<file path="src/rtl/clk_div_pkg.sv">
// Shared definitions for the programmable clock divider.
//   - Default divider width and reset half-period.
//   - Channel state encoding.
//   - Half-period constants for common output rates from a 100 MHz board clock.
package clk_div_pkg;

    localparam int unsigned DEF_DIV_W = 8;
    localparam int unsigned DEF_HALF  = 49;

    // Half-period minus one for a 100 MHz source: f_out = 100 MHz / (2 * (half + 1)).
    localparam int unsigned HALF_1MHZ  = 49;
    localparam int unsigned HALF_2MHZ  = 24;
    localparam int unsigned HALF_5MHZ  = 9;
    localparam int unsigned HALF_10MHZ = 4;
    localparam int unsigned HALF_25MHZ = 1;

    typedef enum logic [1:0] {
        StRun   = 2'd0,
        StDrain = 2'd1,
        StIdle  = 2'd2
    } ch_state_e;

endpackage

</file>
<file path="src/rtl/clk_div_ch.sv">
// Single divider channel.
//   clk_i, rst_ni  : clock, asynchronous active-low reset
//   ch_en_i        : run enable
//   load_i         : capture div_val_i as the pending half-period
//   div_val_i      : requested half-period minus one
//   restart_i      : phase-align strobe (highest priority)
//   clk_o          : 50% duty divided level
//   tick_rise_o    : one-cycle pulse on the first high cycle of clk_o
//   tick_fall_o    : one-cycle pulse on the first low cycle of clk_o
//   pend_o         : a loaded half-period is waiting to be applied
module clk_div_ch
    import clk_div_pkg::*;
#(
    parameter int unsigned DIV_W        = DEF_DIV_W,
    parameter int unsigned DEFAULT_HALF = DEF_HALF
) (
    input  logic             clk_i,
    input  logic             rst_ni,
    input  logic             ch_en_i,
    input  logic             load_i,
    input  logic [DIV_W-1:0] div_val_i,
    input  logic             restart_i,
    output logic             clk_o,
    output logic             tick_rise_o,
    output logic             tick_fall_o,
    output logic             pend_o
);

    ch_state_e        st_q, st_d;
    logic [DIV_W-1:0] cnt_q, cnt_d;
    logic [DIV_W-1:0] half_q, half_d;
    logic [DIV_W-1:0] pend_val_q, pend_val_d;
    logic             pend_q, pend_d;
    logic             clk_q, clk_d;
    logic             rise_q, rise_d;
    logic             fall_q, fall_d;
    logic             apply;

    always_comb begin
        st_d       = st_q;
        cnt_d      = cnt_q;
        half_d     = half_q;
        pend_val_d = pend_val_q;
        pend_d     = pend_q;
        clk_d      = clk_q;
        apply      = 1'b0;

        if (restart_i) begin
            cnt_d = '0;
            clk_d = 1'b0;
            apply = pend_q;
            st_d  = (st_q != StDrain && ch_en_i) ? StRun : StIdle;
        end else begin
            unique case (st_q)
                StRun: begin
                    if (ch_en_i || clk_q) begin
                        if (cnt_q == half_q) begin
                            cnt_d = '0;
                            clk_d = ~clk_q;
                            // New ratio only takes effect on a rising edge so each
                            // full period uses one ratio.
                            apply = pend_q & ~clk_q;
                            // Disabled mid-high and the high phase just ended.
                            if (!ch_en_i) begin
                                st_d = StIdle;
                            end
                        end else begin
                            cnt_d = cnt_q + DIV_W'(1);
                            if (!ch_en_i) begin
                                st_d = StDrain;
                            end
                        end
                    end else begin
                        // Disabled while low: stop at once, nothing to finish.
                        cnt_d = '0;
                        st_d  = StIdle;
                    end
                end
                StDrain: begin
                    // ch_en is ignored until the high phase completes.
                    if (cnt_q == half_q) begin
                        cnt_d = '0;
                        clk_d = 1'b0;
                        st_d  = StIdle;
                    end else begin
                        cnt_d = cnt_q + DIV_W'(1);
                    end
                end
                StIdle: begin
                    cnt_d = '0;
                    clk_d = 1'b0;
                    apply = pend_q;
                    if (ch_en_i) begin
                        st_d = StRun;
                    end
                end
                default: begin
                    cnt_d = '0;
                    clk_d = 1'b0;
                    st_d  = StIdle;
                end
            endcase
        end

        if (apply) begin
            half_d = pend_val_q;
            pend_d = 1'b0;
        end
        // A load in the apply cycle queues the new value behind the applied one.
        if (load_i) begin
            pend_val_d = div_val_i;
            pend_d     = 1'b1;
        end

        rise_d = clk_d & ~clk_q;
        fall_d = ~clk_d & clk_q;
    end

    always_ff @(posedge clk_i or negedge rst_ni) begin
        if (!rst_ni) begin
            st_q       <= StIdle;
            cnt_q      <= '0;
            half_q     <= DIV_W'(DEFAULT_HALF);
            pend_val_q <= '0;
            pend_q     <= 1'b0;
            clk_q      <= 1'b0;
            rise_q     <= 1'b0;
            fall_q     <= 1'b0;
        end else begin
            st_q       <= st_d;
            cnt_q      <= cnt_d;
            half_q     <= half_d;
            pend_val_q <= pend_val_d;
            pend_q     <= pend_d;
            clk_q      <= clk_d;
            rise_q     <= rise_d;
            fall_q     <= fall_d;
        end
    end

    assign clk_o       = clk_q;
    assign tick_rise_o = rise_q;
    assign tick_fall_o = fall_q;
    assign pend_o      = pend_q;

endmodule

</file>
<file path="src/rtl/clk_div_gen.sv">
// Multi-channel programmable clock divider / enable generator.
//   clk_from_FPGA  : board clock, the only clock
//   rst_from_FPGA  : asynchronous active-low reset
//   div_val        : per-channel half-period minus one, channel i at [i*DIV_W +: DIV_W]
//   div_load       : per-channel strobe capturing its div_val slice as pending
//   ch_en          : per-channel run enable
//   sync_restart   : one-cycle strobe phase-aligning all channels
//   clk_out        : divided level outputs
//   tick_rise      : one-cycle pulse on the first high cycle of clk_out
//   tick_fall      : one-cycle pulse on the first low cycle of clk_out
//   pend           : a loaded value is waiting to be applied
module clk_div_gen
    import clk_div_pkg::*;
#(
    parameter int unsigned NUM_CH       = 4,
    parameter int unsigned DIV_W        = DEF_DIV_W,
    parameter int unsigned DEFAULT_HALF = DEF_HALF
) (
    input  logic                    clk_from_FPGA,
    input  logic                    rst_from_FPGA,
    input  logic [NUM_CH*DIV_W-1:0] div_val,
    input  logic [NUM_CH-1:0]       div_load,
    input  logic [NUM_CH-1:0]       ch_en,
    input  logic                    sync_restart,
    output logic [NUM_CH-1:0]       clk_out,
    output logic [NUM_CH-1:0]       tick_rise,
    output logic [NUM_CH-1:0]       tick_fall,
    output logic [NUM_CH-1:0]       pend
);

    for (genvar i = 0; i < NUM_CH; i++) begin : g_ch
        clk_div_ch #(
            .DIV_W       (DIV_W),
            .DEFAULT_HALF(DEFAULT_HALF)
        ) u_ch (
            .clk_i      (clk_from_FPGA),
            .rst_ni     (rst_from_FPGA),
            .ch_en_i    (ch_en[i]),
            .load_i     (div_load[i]),
            .div_val_i  (div_val[i*DIV_W +: DIV_W]),
            .restart_i  (sync_restart),
            .clk_o      (clk_out[i]),
            .tick_rise_o(tick_rise[i]),
            .tick_fall_o(tick_fall[i]),
            .pend_o     (pend[i])
        );
    end

endmodule
</file>
<file path="config.mk">
export PLATFORM = sky130hd
export DESIGN_NAME = clk_div_gen
export DESIGN_NICKNAME = d
export VERILOG_FILES = /design/src/rtl/clk_div_pkg.sv /design/src/rtl/clk_div_ch.sv /design/src/rtl/clk_div_gen.sv
export SDC_FILE = /design/constraint.sdc
export NUM_CORES = 1
export LEC_CHECK = 0
export CAP_MARGIN = 10
export CORE_UTILIZATION = 52
export DETAILED_ROUTE_END_ITERATION = 10
export DONT_BUFFER_PORTS = 1
export GPL_TIMING_DRIVEN = 0
export HOLD_SLACK_MARGIN = 0.15
export PLACE_DENSITY = 0.76
export SLEW_MARGIN = 0
export SYNTH_ARGS = -nofsm -noshare
export SYNTH_HDL_FRONTEND = slang
export SYNTH_SLANG_ARGS = --single-unit
</file>
<file path="constraint.sdc">
create_clock -name clk_from_FPGA -period 5.75 [get_ports clk_from_FPGA]
set_input_delay 1.725 -clock clk_from_FPGA [delete_from_list [all_inputs] [get_ports clk_from_FPGA]]
set_output_delay 1.725 -clock clk_from_FPGA [all_outputs]
set_load 0.02 [all_outputs]
</file>
# Word level (Yosys, flattened, before mapping)
# Cells that the tools add are included.
[word_totals]
register_bits = 120
inputBits = 43
output_inout_bits = 16
elab_cells = 200
[classes]
addsub = 4
n_eq_ne = 28
mux = 96
bitwise = 20
reduce_logical = 20
[op_table]
columns = ["operator", "n"]
rows = [
  ["$mux W8", 12],
  ["$mux W2", 32],
  ["$pmux W8 S2", 4],
  ["$mux W1", 36],
  ["$add A8 B1 Y8 const B", 4],
  ["$eq A8 B8 Y1", 4],
  ["$pmux W2 S3", 4],
  ["$ne A4 B4 Y1 const B", 4],
  ["$pmux W1 S2", 8],
  ["$and A1 B1 Y1", 12],
  ["$ne A3 B2 Y1 const B", 4],
  ["$ne A3 B3 Y1 const B", 4],
  ["$reduce_and A3 Y1", 4],
  ["$eq A2 B1 Y1 const B", 4],
  ["$eq A2 B2 Y1 const B", 4],
  ["$logic_not A2 Y1", 4],
  ["$ne A2 B1 Y1 const B", 4],
  ["$not A1 Y1", 8],
  ["$reduce_bool A2 Y1", 4],
  ["$logic_and A1 B1 Y1", 4],
  ["$logic_or A1 B1 Y1", 4],
]

# Depth between registers and ports, before layout
[depth]
word_depth = 8
mapped_depth = 8
depth_no_buf = 7

# Modules after synthesis
# A second synthesis with hierarchy kept.
[hier_totals]
hier_cells = 636
hier_area_um2 = 6651.4
[by_module_without_submodules]
columns = ["module", "instances", "cells_each", "area_each_um2", "seq_area_each_um2"]
rows = [
  ["clk_div_ch", 4, 159, 1662.8, 755.7],
]

# Least setup slack after synthesis
# OpenSTA, ideal clock, no wires.
[synth_path]
path_type = "input port to flip-flop"
start = "in ch_en[3]"
end = "reg g_ch[3].u_ch.half_q[1]"
setup_ns = 0.139
arrival_time_ns = 2.636
t_required_ns = 5.611
path_slack_ns = 2.975
path_stages = 4
n_path_buf = 0
cell_sequence = "nor4b_4 -> a211oi_2 -> a221oi_1 -> o211ai_1"
[synth_between]
elab_chain_cells = 4
[synth_lines]
columns = ["element", "line_no", "source"]
rows = [
  ["from (decl)", "clk_div_gen.sv:23", "input logic [NUM_CH-1:0] ch_en,"],
  ["$logic_or A1 B1 Y1", "clk_div_ch.sv:56", "if (ch_en_i || clk_q) begin"],
  ["$mux W1", "clk_div_ch.sv:56", ""],
  ["$pmux W1 S2", "clk_div_ch.sv:54", "unique case (st_q)"],
  ["$mux W1", "clk_div_ch.sv:48", "if (restart_i) begin"],
  ["to (signal assigned)", "clk_div_ch.sv:123", "half_q <= DIV_W'(DEFAULT_HALF);"],
  ["to (signal assigned)", "clk_div_ch.sv:132", "half_q <= half_d;"],
  ["to (decl)", "clk_div_ch.sv:31", "logic [DIV_W-1:0] half_q, half_d;"],
]
# No other way between the ends.
# A chain may end at the register's enable or synchronous reset.

# Worst setup path in the final report
[layout_path]
start = "reg g_ch[1].u_ch.pend_q"
end = "out pend[1]"
[layout_lines]
columns = ["element", "line_no", "source"]
rows = [
  ["from (decl)", "clk_div_ch.sv:33", "logic pend_q, pend_d;"],
  ["from (signal assigned)", "clk_div_ch.sv:134", "pend_q <= pend_d;"],
  ["to (decl)", "clk_div_gen.sv:28", "output logic [NUM_CH-1:0] pend"],
]
# No word-level cell between the ends.

==> results.md <==
* Run status: complete, no violations
* Setup slack after layout at 2.85 ns
* Die area at 0.0131 mm²
* Number of DRC markers after the initial detailed-route iteration at 374
* Vias in the first global route at 4,951
* Total Power Consumption at 2.36 mW
* Maximum fanout encountered on the critical timing path at 9
* Max stage delay on crit path at 0.54 ns
* Post-CTS Setup Inserts at 0
* Nets@finish at 689
* Number of buffers added to fix hold violations after cts at 0
* Core area at 0.0122 mm²
* Fraction of final layout cells with drive strength greater than 1 at 18.7%
* Share of flip-flops with an asynchronous set or reset after synthesis at 100%
* Post-route DRC violation count at 0
* Maximum clock insertion buffer count at 2
* Combined buffer and inverter count along the critical path at 1
* Die Y at 114 µm
* Number of warning messages in the yosys log at 0
* Startpoint kind of the worst setup timing path: flop
* Top flip-flop cell by instance count after synthesis: sky130_fd_sc_hd__dfrtp_1
* CTS tree: yes
* Pin slew with the least headroom to its limit at 0.617 ns
* Final setup violation count at 0
* Critical path's slowest cell: sky130_fd_sc_hd__dfrtp_1
* Standard-cell rows at 40
* Final HPWL from detailed placement at 9480 µm
* Largest family of logic cells by synthesized area: simple AND/OR/NAND/NOR gates
* X dimension of the die at 114 µm
* Top cell type by total area after synthesis: sky130_fd_sc_hd__dfrtp_1
* Effective utilization at floorplan at 54.1%
* Buffers added on ports at 0
* Synth top area cells: sky130_fd_sc_hd__dfrtp_1 (40%), sky130_fd_sc_hd__o211ai_1 (7.3%), sky130_fd_sc_hd__dfstp_2 (6.4%)
* Source-to-sink clock delay at the later pin of the worst-skew pair at 0.42 ns
* Leakage power of the design at 2.84 nW
* Number of antenna violations at the first check in global routing at 0
* TritonCTS sink count at 120
* Fraction of synthesized area in multiplexers at 5.48%
* Minimum setup slack after placement at 2.67 ns
* Crit. Startpoint: g_ch[1].u_ch.pend_o
* Adder-cell share of the synthesized area at 1.52%
* Routability cong. at 0.813
* Number of flops mapped to enable cells by yosys at 0
* Number of resized instances in the post-cts repair step at 0
* Setup slack of the worst register-to-register path at 3.02 ns
* Sequential element share of the synthesized area at 45.9%
* Post-layout utilization of the core at 60.6%
* Synthesized instance count at 619
* Number of inserted filler cells in the final layout at 992
* Number of violations of the max-capacitance limit at 0
* Per-cell via count in the routed design at 6.03
* Path class of the lowest-slack min-delay path: flop to flop
* Ratio of final minimum period to clock period at 50.4%
* Peak supply drop at 0.000274 V
* Clock skew after layout at 0.00692 ns
* Cell family contributing the most delay on the critical path: flip-flops
* Xor/xnor cell area share of the yosys netlist at 7.46%
* Cell at the root of the clock tree: sky130_fd_sc_hd__clkbuf_16
* Average routed wire per standard cell at 17.3 µm
* Global-route wire length before repair at 23,700 µm
* Worst hold path stage count at 1
* Slew Limit Headroom at 58.7%
* Netlist area before placement at 0.00658 mm²
* Clock-pin slew on the worst setup and hold paths at 0.05 ns
* Number of search-and-repair iterations in the first detailed-routing pass at 7
* Number of cells on the worst reg-to-reg path at 8
* H-tree depth at 4
* Hold Violations, Final at 0
* Kind of end point of the critical path: primary output
* Share of Yosys cell area claimed by the top area cell type at 39.6%
* Global routing usage summed across all routing layers at 23.4%
* Max-slew violations at 0
* Achievable clock frequency at 345 MHz
* Number of flip-flops and latches in the synthesized netlist at 120
* Largest net degree at the start of global routing at 121
* Total number of vias at 4,937
* Critical R2R Capture: g_ch[3].u_ch.tick_rise_o
* Num CTS Buffers at 17
* Mean instance size in the synthesized netlist at 10.6 µm²
* Setup tns final at 0 ns
* RR Startpoint: g_ch[3].u_ch.half_q[4]
* Commonest cells post-synth: sky130_fd_sc_hd__dfrtp_1 (104), sky130_fd_sc_hd__o211ai_1 (64), sky130_fd_sc_hd__nand2_1 (49), sky130_fd_sc_hd__nor2b_1 (40), sky130_fd_sc_hd__xnor2_1 (37)
* # diodes at 0
* Critical path data arrival time at 1.17 ns
* Beginning of the worst hold path: g_ch[0].u_ch.pend_val_q[5]
* Synth-to-layout area growth at 12.0%
* Syn nets at 670
* Total gr overflow at 0
* Critical path class: flop to primary output
* Critical path cell sequence: buf_4
* Cell with the most instances after synthesis: sky130_fd_sc_hd__dfrtp_1
* Power Dens Cells at 320 mW/mm²
* End point of the most critical hold path: g_ch[0].u_ch.pend_val_q[5]
* Simple-Gate Fraction of Synth Area at 18.6%
* Top-level I/O count at 59
* Routed Wire Length at 14,100 µm
* Antenna-violating nets left at 0
* Time the worst path needs with I/O delays and setup at 2.90 ns
* Required time of the critical path at 4.03 ns
* Setup repair after global routing missed its margin: no
* Unique cell type count in the Yosys netlist at 33
* Share of the synthesized area in compound gates (AO/OA/AOI/OAI) at 16.4%
[power breakdown]
group,internal (mW),switching [mW],total (mW),leakage [nW]
sequential,0.939,0.0838,1.02,1.49
combinational,0.157,0.151,0.308,1.07
clock,0.674,0.351,1.03,0.285
[flip-flops by register name, indices dropped and copies added (netlist names)]
signal,flops
g_ch.u_ch.clk_o,4
g_ch.u_ch.cnt_q,32
g_ch.u_ch.half_q,32
g_ch.u_ch.pend_o,4
g_ch.u_ch.pend_val_q,32
g_ch.u_ch.st_q,8
g_ch.u_ch.tick_fall_o,4
g_ch.u_ch.tick_rise_o,4
[through the flow]
step	cell area, µm²	hold WS (ns)	cells
floorplan	6580	0.473	619
global placement	6790	0.483	787
detailed placement	6790	0.489	787
CTS	7370	0.501	819
global route	7370	0.511	819
finish	7370	0.497	819
[layer usage]
metal | GRT usage (%) | vias to the layer above | part of all wire, % | wire, µm
li1 | - | 2307 | - | -
met1 | 29.7 | 2428 | 44 | 6160
met2 | 36.8 | 177 | 48 | 6720
met3 | 8.15 | 25 | 7.0 | 997
met4 | 8.66 | 0 | 1.9 | 271
met5 | 0 | - | 0 | 0
[cells in the final DEF, fill, tap and decap left out, drive strengths merged, types with 8 or more instances in the layout]
cell type / n
buf: 28
o211ai: 64
xnor2: 37
and3: 12
nor2: 36
dfrtp: 104
nand4: 9
mux2: 32
dfstp: 16
nand3: 21
nand2: 49
inv: 8
and4: 8
xor2: 19
a221oi: 32
a21oi: 8
and2: 33
a211oi: 12
clkbuf: 41
ha: 8
nor2b: 40
[cell type report]
type / instances / area [µm²] / share of cell area, %
flip-flops and latches: 120 / 3020 / 41.0
clock buffers: 30 / 544 / 7.39
multi-input cells: 452 / 3250 / 44.2
well taps: 168 / 210 / 2.85
inverters: 8 / 30.0 / 0.408
plain buffers: 39 / 272 / 3.68
clock inverters: 2 / 35.0 / 0.475
[kinds of logic after synthesis]
family	count (synthesis)
AO/OA/AOI/OAI	136
buffers and inverters	47
multiplexers	32
flip-flops	120
adder cells (fa/ha/maj)	8
XOR/XNOR	56
AND/OR/NAND/NOR	220
[worst max-delay path by stage]
stage | to | slack [ns] | cells past startpoint
4_1_cts | pend[1] | 2.86 | 1
2_1_floorplan | g_ch[3].u_ch.half_q[1] | 2.98 | 4
6_report | pend[1] | 2.85 | 1
5_1_grt | clk_out[3] | 2.81 | 1
3_5_place_dp | g_ch[1].u_ch.half_q[1] | 2.67 | 4
3_3_place_gp | g_ch[2].u_ch.half_q[2] | 2.71 | 4
No activity file was read; power rests on OpenSTA's default activity.
